**src/rtl/bsr_pkg.sv**
```systemverilog
// Shared definitions for the boundary-scan chain: instruction mode codes and
// the decode that folds the unused codes onto NORMAL.
package bsr_pkg;

    localparam int BSR_MODE_W = 3;

    typedef enum logic [BSR_MODE_W-1:0] {
        BSR_NORMAL = 3'd0,
        BSR_SAMPLE = 3'd1,
        BSR_EXTEST = 3'd2,
        BSR_INTEST = 3'd3,
        BSR_CLAMP  = 3'd4,
        BSR_MISR   = 3'd5
    } bsr_mode_e;

    // Codes 6 and 7 are reserved and behave as NORMAL.
    function automatic bsr_mode_e bsr_decode(input logic [BSR_MODE_W-1:0] code);
        return (code > 3'd5) ? BSR_NORMAL : bsr_mode_e'(code);
    endfunction

endpackage

```
**src/rtl/bsr_cell.sv**
```systemverilog
// One boundary-scan bit slice: a capture/shift stage feeding a parallel
// update latch that drives the pin-side multiplexers.
module bsr_cell (
    input  logic i_tck,
    input  logic i_trst,
    input  logic i_capture,
    input  logic i_shift,
    input  logic i_update,
    input  logic i_cap,
    input  logic i_si,
    output logic o_so,
    output logic o_ur
);

    logic r_sr;
    logic r_ur;

    always_ff @(posedge i_tck or posedge i_trst) begin
        if (i_trst) begin
            r_sr <= 1'b0;
            r_ur <= 1'b0;
        end else begin
            if (i_capture) begin
                r_sr <= i_cap;
            end else if (i_shift) begin
                r_sr <= i_si;
            end
            // NOTE: non-blocking assignment means r_ur takes the pre-edge
            // r_sr, so an update in the same edge as a shift is not corrupted.
            if (i_update) begin
                r_ur <= r_sr;
            end
        end
    end

    assign o_so = r_sr;
    assign o_ur = r_ur;

endmodule

```
**src/rtl/bsr_chain.sv**
```systemverilog
// Parametrised boundary-scan register: IN_W input cells then OUT_W output
// cells, with latched instruction mode, INTEST, CLAMP and MISR capture.
module bsr_chain
    import bsr_pkg::*;
#(
    parameter int IN_W  = 12,
    parameter int OUT_W = 9,
    parameter logic [IN_W+OUT_W-1:0] POLY =
        ({{(IN_W+OUT_W-1){1'b0}}, 1'b1} << (IN_W+OUT_W-1)) |
        ({{(IN_W+OUT_W-1){1'b0}}, 1'b1} << 1) |
         {{(IN_W+OUT_W-1){1'b0}}, 1'b1}
) (
    input  logic                  tck,
    input  logic                  trst,
    input  logic                  tdi_i,
    output logic                  tdo_o,
    input  logic                  shift_i,
    input  logic                  capture_i,
    input  logic                  update_i,
    input  logic [BSR_MODE_W-1:0] mode_i,
    input  logic                  mode_ld_i,
    input  logic [IN_W-1:0]       pad_in_i,
    output logic [IN_W-1:0]       core_in_o,
    input  logic [OUT_W-1:0]      core_out_i,
    output logic [OUT_W-1:0]      pad_out_o,
    output logic [BSR_MODE_W-1:0] mode_o
);

    localparam int L = IN_W + OUT_W;

    logic [BSR_MODE_W-1:0] r_mode;
    bsr_mode_e             w_mode;
    logic [L-1:0]          w_sr;
    logic [L-1:0]          w_ur;
    logic [L-1:0]          w_si;
    logic [L-1:0]          w_cv;
    logic [L-1:0]          w_misr;
    logic [L-1:0]          w_cap;
    logic                  w_update;

    always_ff @(posedge tck or posedge trst) begin
        if (trst) begin
            r_mode <= BSR_NORMAL;
        end else if (mode_ld_i) begin
            r_mode <= mode_i;
        end
    end

    assign w_mode = bsr_decode(r_mode);

    // MISR folds the capture vector into the shifted signature with feedback.
    assign w_cv     = {core_out_i, pad_in_i};
    assign w_misr   = {w_sr[L-2:0], 1'b0} ^ (w_sr[L-1] ? POLY : '0) ^ w_cv;
    assign w_cap    = (w_mode == BSR_MISR) ? w_misr : w_cv;
    assign w_si     = {w_sr[L-2:0], tdi_i};
    assign w_update = update_i && (w_mode != BSR_CLAMP);

    for (genvar gi = 0; gi < L; gi++) begin : g_cell
        bsr_cell u_cell (
            .i_tck     (tck),
            .i_trst    (trst),
            .i_capture (capture_i),
            .i_shift   (shift_i),
            .i_update  (w_update),
            .i_cap     (w_cap[gi]),
            .i_si      (w_si[gi]),
            .o_so      (w_sr[gi]),
            .o_ur      (w_ur[gi])
        );
    end

    assign tdo_o     = w_sr[L-1];
    assign mode_o    = r_mode;
    assign core_in_o = (w_mode == BSR_INTEST) ? w_ur[IN_W-1:0] : pad_in_i;
    assign pad_out_o = (w_mode == BSR_EXTEST || w_mode == BSR_CLAMP) ? w_ur[L-1:IN_W]
                                                                      : core_out_i;

endmodule

```
**config.mk**
```make
export PLATFORM = sky130hd
export DESIGN_NAME = bsr_chain
export DESIGN_NICKNAME = d
export VERILOG_FILES = /design/src/rtl/bsr_pkg.sv /design/src/rtl/bsr_cell.sv /design/src/rtl/bsr_chain.sv
export SDC_FILE = /design/constraint.sdc
export NUM_CORES = 1
export LEC_CHECK = 0
export ABC_AREA = 1
export CELL_PAD_IN_SITES_DETAIL_PLACEMENT = 1
export CELL_PAD_IN_SITES_GLOBAL_PLACEMENT = 1
export CORE_ASPECT_RATIO = 0.7
export CORE_MARGIN = 2
export CORE_UTILIZATION = 38
export CTS_CLUSTER_DIAMETER = 120
export DETAILED_ROUTE_END_ITERATION = 10
export GPL_TIMING_DRIVEN = 0
export HOLD_SLACK_MARGIN = 0.08
export PLACE_DENSITY = 0.82
export SYNTH_ARGS = -nofsm -noshare
export SYNTH_HDL_FRONTEND = slang
export SYNTH_SLANG_ARGS = --single-unit
```
**constraint.sdc**
```tcl
create_clock -name tck -period 2.85 [get_ports tck]
set_input_delay 0.855 -clock tck [delete_from_list [all_inputs] [get_ports tck]]
set_output_delay 0.855 -clock tck [all_outputs]
set_load 0.01 [all_outputs]
```
After elaboration in Yosys (flattened, before gate mapping). Cells that the tools add are included.

Register bits after elaboration: 45. Bits in latches: 0. Bits in writable memories: 0. Memory bits (read-only): 0. Input bits: 31. Output and inout port bits: 25. Memories: 0.

$add $sub $neg: 0. Multiply operators: 0. Divide/modulo/power cells: 0. Magnitude comparators: 1. Equal/unequal tests: 5. Shift operators: 0. Mux-type cells: 47. Bitwise operators: 2. Reductions and logical operators: 3.

Operators with widths (count): $mux 1 (42); $mux 21 (2); $xor 21x21->21 (2); $mux 12 (1); $mux 9 (1); $eq 3x2->1 const B (2); $eq 3x3->1 const B (2); $gt 3x3->1 const B (1); $mux 3 (1); $ne 3x3->1 const B (1); $reduce_bool 2->1 (1); $logic_and 1x1->1 (1); $logic_or 1x1->1 (1).

Longest topological paths before layout.
Word-level depth: 5. Mapped depth: 9.

Modules after synthesis. From an unflattened synthesis, not the netlist that was laid out.

Cells, all modules: 479. Area total of the unflattened synthesis: 2991.6 um^2.

Modules (own cells, without submodules): bsr_cell (times used 21, cells each 14, area an instance 97.6 um^2); bsr_chain (times used 1, cells each 185, area an instance 942.2 um^2).

Least setup slack after synthesis. No wires, ideal clock.

Path kind: flip-flop to output port. From: register r_mode[1], in the netlist mode_o[1]. To: output port core_in_o[1]. Arrival: 1.195 ns. Slack: 0.800 ns. Cell stages (with the launch flop): 6. Path buffers: 1. Cells stage by stage: dfrtp_1 inv_1 nor2_2 nand2_1 clkbuf_2 o21ai_0.

Longest elaborated chain between the ends: 4.

Ends and longest elaborated chain: start: declaration (RTL line bsr_chain.sv:31) `logic [BSR_MODE_W-1:0] r_mode;`; start signal: assignment (RTL line bsr_chain.sv:45) `r_mode <= mode_i;`; $gt 3x3->1 (RTL line bsr_pkg.sv:18) `return (code > 3'd5) ? BSR_NORMAL : bsr_mode_e'(code);`; $mux 3 (*) (RTL line bsr_pkg.sv:18); $eq 3x2->1 (*) (RTL line bsr_chain.sv:74) `assign core_in_o = (w_mode == BSR_INTEST) ? w_ur[IN_W-1:0] : pad_in_i;`; $mux 12 (*) (RTL line bsr_chain.sv:74); end: declaration (RTL line bsr_chain.sv:23) `output logic [IN_W-1:0] core_in_o,`.

Every way passes the cells marked *; elsewhere a longest branch is shown, timed or not.

Final worst setup path.
From: input port pad_in_i[11]. To: output port core_in_o[11].

Longest elaborated chain between the ends: 1.

Ends and longest elaborated chain: start: declaration (RTL line bsr_chain.sv:22) `input logic [IN_W-1:0] pad_in_i,`; $mux 12 (RTL line bsr_chain.sv:74).

Every way passes these cells.

==> summary.md <==
| Metric | Value |
|---|---|
| Synth top area cells | `dfrtp_1 45%, nand2_1 22%, nand3_1 9.8%` |
| Top_reg_cell synth | `dfrtp_1` |
| WHS | `0.485 ns` |
| Antenna cells | `0` |
| Static Leakage | `0.00170 µW` |
| Worst Path Required | `2.00 ns` |
| CP Launch Type | `input port` |
| CTS Hold Bufs | `0` |
| Minimum clock period | `2.78 ns` |
| Slew headroom | `between 50% and 60%` |
| Die H | `71.8 µm` |
| Asr flop ratio synth | `100%` |
| Clock transition at the registers of the reported paths | `0.09 ns` |
| CTS Sinks | `45` |
| GRT Total Usage | `25.1%` |
| Antenna-violating nets left | `0` |
| Mean Syn Cell Area | `7.07 µm²` |
| Status | `completed` |
| Maxcap violations | `0` |
| Pin count of the biggest net entering global routing | `25` |
| CTS tree | `done` |
| Worst-path fanout max | `3` |
| Pins Over Slew Limit | `0` |
| Arr. time, crit path | `1.92 ns` |
| Antenna violations before repair | `0` |
| Vias | `2674` |
| Slew @ Worst Pin | `0.615 ns` |
| FP Rows | `24` |
| Synth cell types | `20` |
| Total nets after synthesis | `roughly 380` |
| Layout Cells excl Fill | `around 500` |
| Drt wl/cell | `17.2 µm` |
| Detailed Routing Iterations Pass 1 | `4` |
| Synth Instances | `353` |
| Final HPWL DP | `roughly 6200 µm` |
| IO Port Bufs | `54` |
| Post-synth EDFFs | `0` |
| Remaining DRCs | `0` |
| Boundary Pins | `56` |
| Clk buf depth | `2` |
| Cell accounting for the most synthesized area | `dfrtp_1` |
| Yosys warning count | `0` |
| Worst skew pair latency | `0.30 ns` |
| Count leader, synth | `nand2_1` |
| Final Setup Violations | `0` |
| Core Footprint | `around 6300 µm²` |
| Placed Instances | `486` |
| Seq/Total Area, Yosys | `a little under half` |
| Pwr per Cell Area | `519 nW/µm²` |
| DR vias/cell | `5.39` |
| CTS root buffer | `clkbuf_8` |
| FMAX | `360 MHz` |
| Worst Setup Path Type | `in2out` |
| 1st-iter DRT viols | `99` |
| Synthesis-to-finish area growth | `30.7%` |
| Worst hold path class | `reg2reg` |
| Initial Utilization | `between 30% and 40%` |
| Part of the cycle the worst path needs | `97.5%` |
| Setup Skew | `0.00378 ns` |
| Die area | `about 7200 µm²` |
| Total Wirelength | `8550 µm` |
| Placed cell area | `3150 µm²` |
| Fin. Hold Viols | `0` |
| VDD IR max | `0.370 mV` |
| Global-route wire length before repair | `14200 µm` |
| Nets | `approximately 450` |
| Critical Path Sink Type | `primary output` |
| Final Instance Area | `between 3000 and 4000 µm²` |
| Number of synthesized register bits | `45` |
| Fraction of layout cells with a size suffix above 1 | `9.09%` |
| GPL Wtd Cong | `0.798` |
| Num CTS Buffers | `5` |
| H-Tree Depth | `2` |
| Grt ovf | `0` |
| Die width | `a little over 100 µm` |
| Vias in the first global route | `2813` |
| Post-synth top area share | `45.1%` |
| Synth cell count leaders | `147 x nand2_1, 49 x nand3_1, 45 x dfrtp_1` |
| Mapped cell area | `2490 µm²` |
[state kept, by name, summed over array words and instances (netlist names)]
signal              flops
mode_o                  3
g_cell.u_cell.o_ur     21
g_cell.u_cell.o_so     21
[through the flow]
stage | TNS, ns | util, % | power, µW | setup WS, ns
3_5_place_dp | -1.72 | 50.2 | 1300 | -0.137
3_3_place_gp | -7.55 | 49.9 | 1270 | -0.136
4_1_cts | 0 | 51.5 | 1700 | 0.00410
6_report | 0 | 52.0 | 1690 | 0.0704
2_1_floorplan | 0 | - | 1060 | 0.800
5_1_grt | -0.000199 | 52.0 | 1800 | -0.000199
[cells by family after synthesis]
group | Yosys count | share of synthesized area, %
AND/OR/NAND/NOR | 230 | 39.9
flip-flops | 45 | 45.1
buffers and inverters | 42 | 7.37
AO/OA/AOI/OAI | 34 | 6.82
XOR/XNOR | 1 | 0.351
multiplexers | 1 | 0.451
[power by group]
| group | switching [µW] | total (µW) | leakage (µW) | internal (µW) |
|---|---|---|---|---|
| clock | 225 | 418 | 0.0000443 | 193 |
| combinational | 272 | 464 | 0.00110 | 191 |
| sequential | 75.9 | 811 | 0.000548 | 735 |
| total | 574 | 1690 | 0.00170 | 1120 |
[path summary, 6_finish.rpt]
check / startpoint / to / slack (ns) / cells after the start
min in group asynchronous: trst / g_cell[12].u_cell.o_ur$_DFFE_PP0P_ / 0.90 / 2
hold reg to reg: g_cell[15].u_cell.o_ur$_DFFE_PP0P_ / g_cell[15].u_cell.o_ur$_DFFE_PP0P_ / 0.49 / 2
setup reg to reg: mode_o[1]$_DFFE_PP0P_ / g_cell[9].u_cell.o_ur$_DFFE_PP0P_ / 1.26 / 7
max in group asynchronous: trst / g_cell[7].u_cell.o_ur$_DFFE_PP0P_ / 1.43 / 3
setup / recovery: pad_in_i[11] / core_in_o[11] / 0.07 / 3
hold / removal: g_cell[15].u_cell.o_ur$_DFFE_PP0P_ / g_cell[15].u_cell.o_ur$_DFFE_PP0P_ / 0.49 / 2
[critical path, stage by stage]
cell and delay (ns):
clkdlybuf4s50_1 0.47, mux2_2 0.31, dlygate4sd2_1 0.30
[per-layer routing]
layer,GRT usage [%],part of all wire [%],vias up
met5,0,0,-
met4,6.09,0.61,0
met3,4.29,5.4,6
met2,41.7,46,75
met1,34.2,48,1325
li1,-,-,1268
[final cells by class]
cell class / count / area, µm²
fillers: 822 / 3020
flip-flops and latches: 45 / 1130
clock buffers: 7 / 86.3
plain buffers: 18 / 101
multi-input cells: 266 / 1200
repair buffers: 58 / 557
inverters: 24 / 90.1
well taps: 78 / 97.6
[cell usage in the layout, fill, tap and decap left out, types with 2 or more instances in the layout]
master,count
buf_4,8
nand2_2,2
a21oi_1,14
inv_2,4
o21ai_1,2
nand2_4,4
clkbuf_8,6
nor2_1,12
nor2_4,2
inv_1,20
nand2_1,146
nand4_1,15
dlygate4sd2_1,21
dfrtp_1,45
nand3_1,49
buf_2,9
o21ai_0,18
clkdlybuf4s50_1,33
clkbuf_1,4
[repair_timing]
item	in CTS	in global routing
cloned	0	0
resized for setup	25	4
endpoints found under the hold margin	0	0
endpoints found under the setup margin	21	1
pin swaps	0	1
buffers inserted	1	2
(Power assumes the default switching activity.)
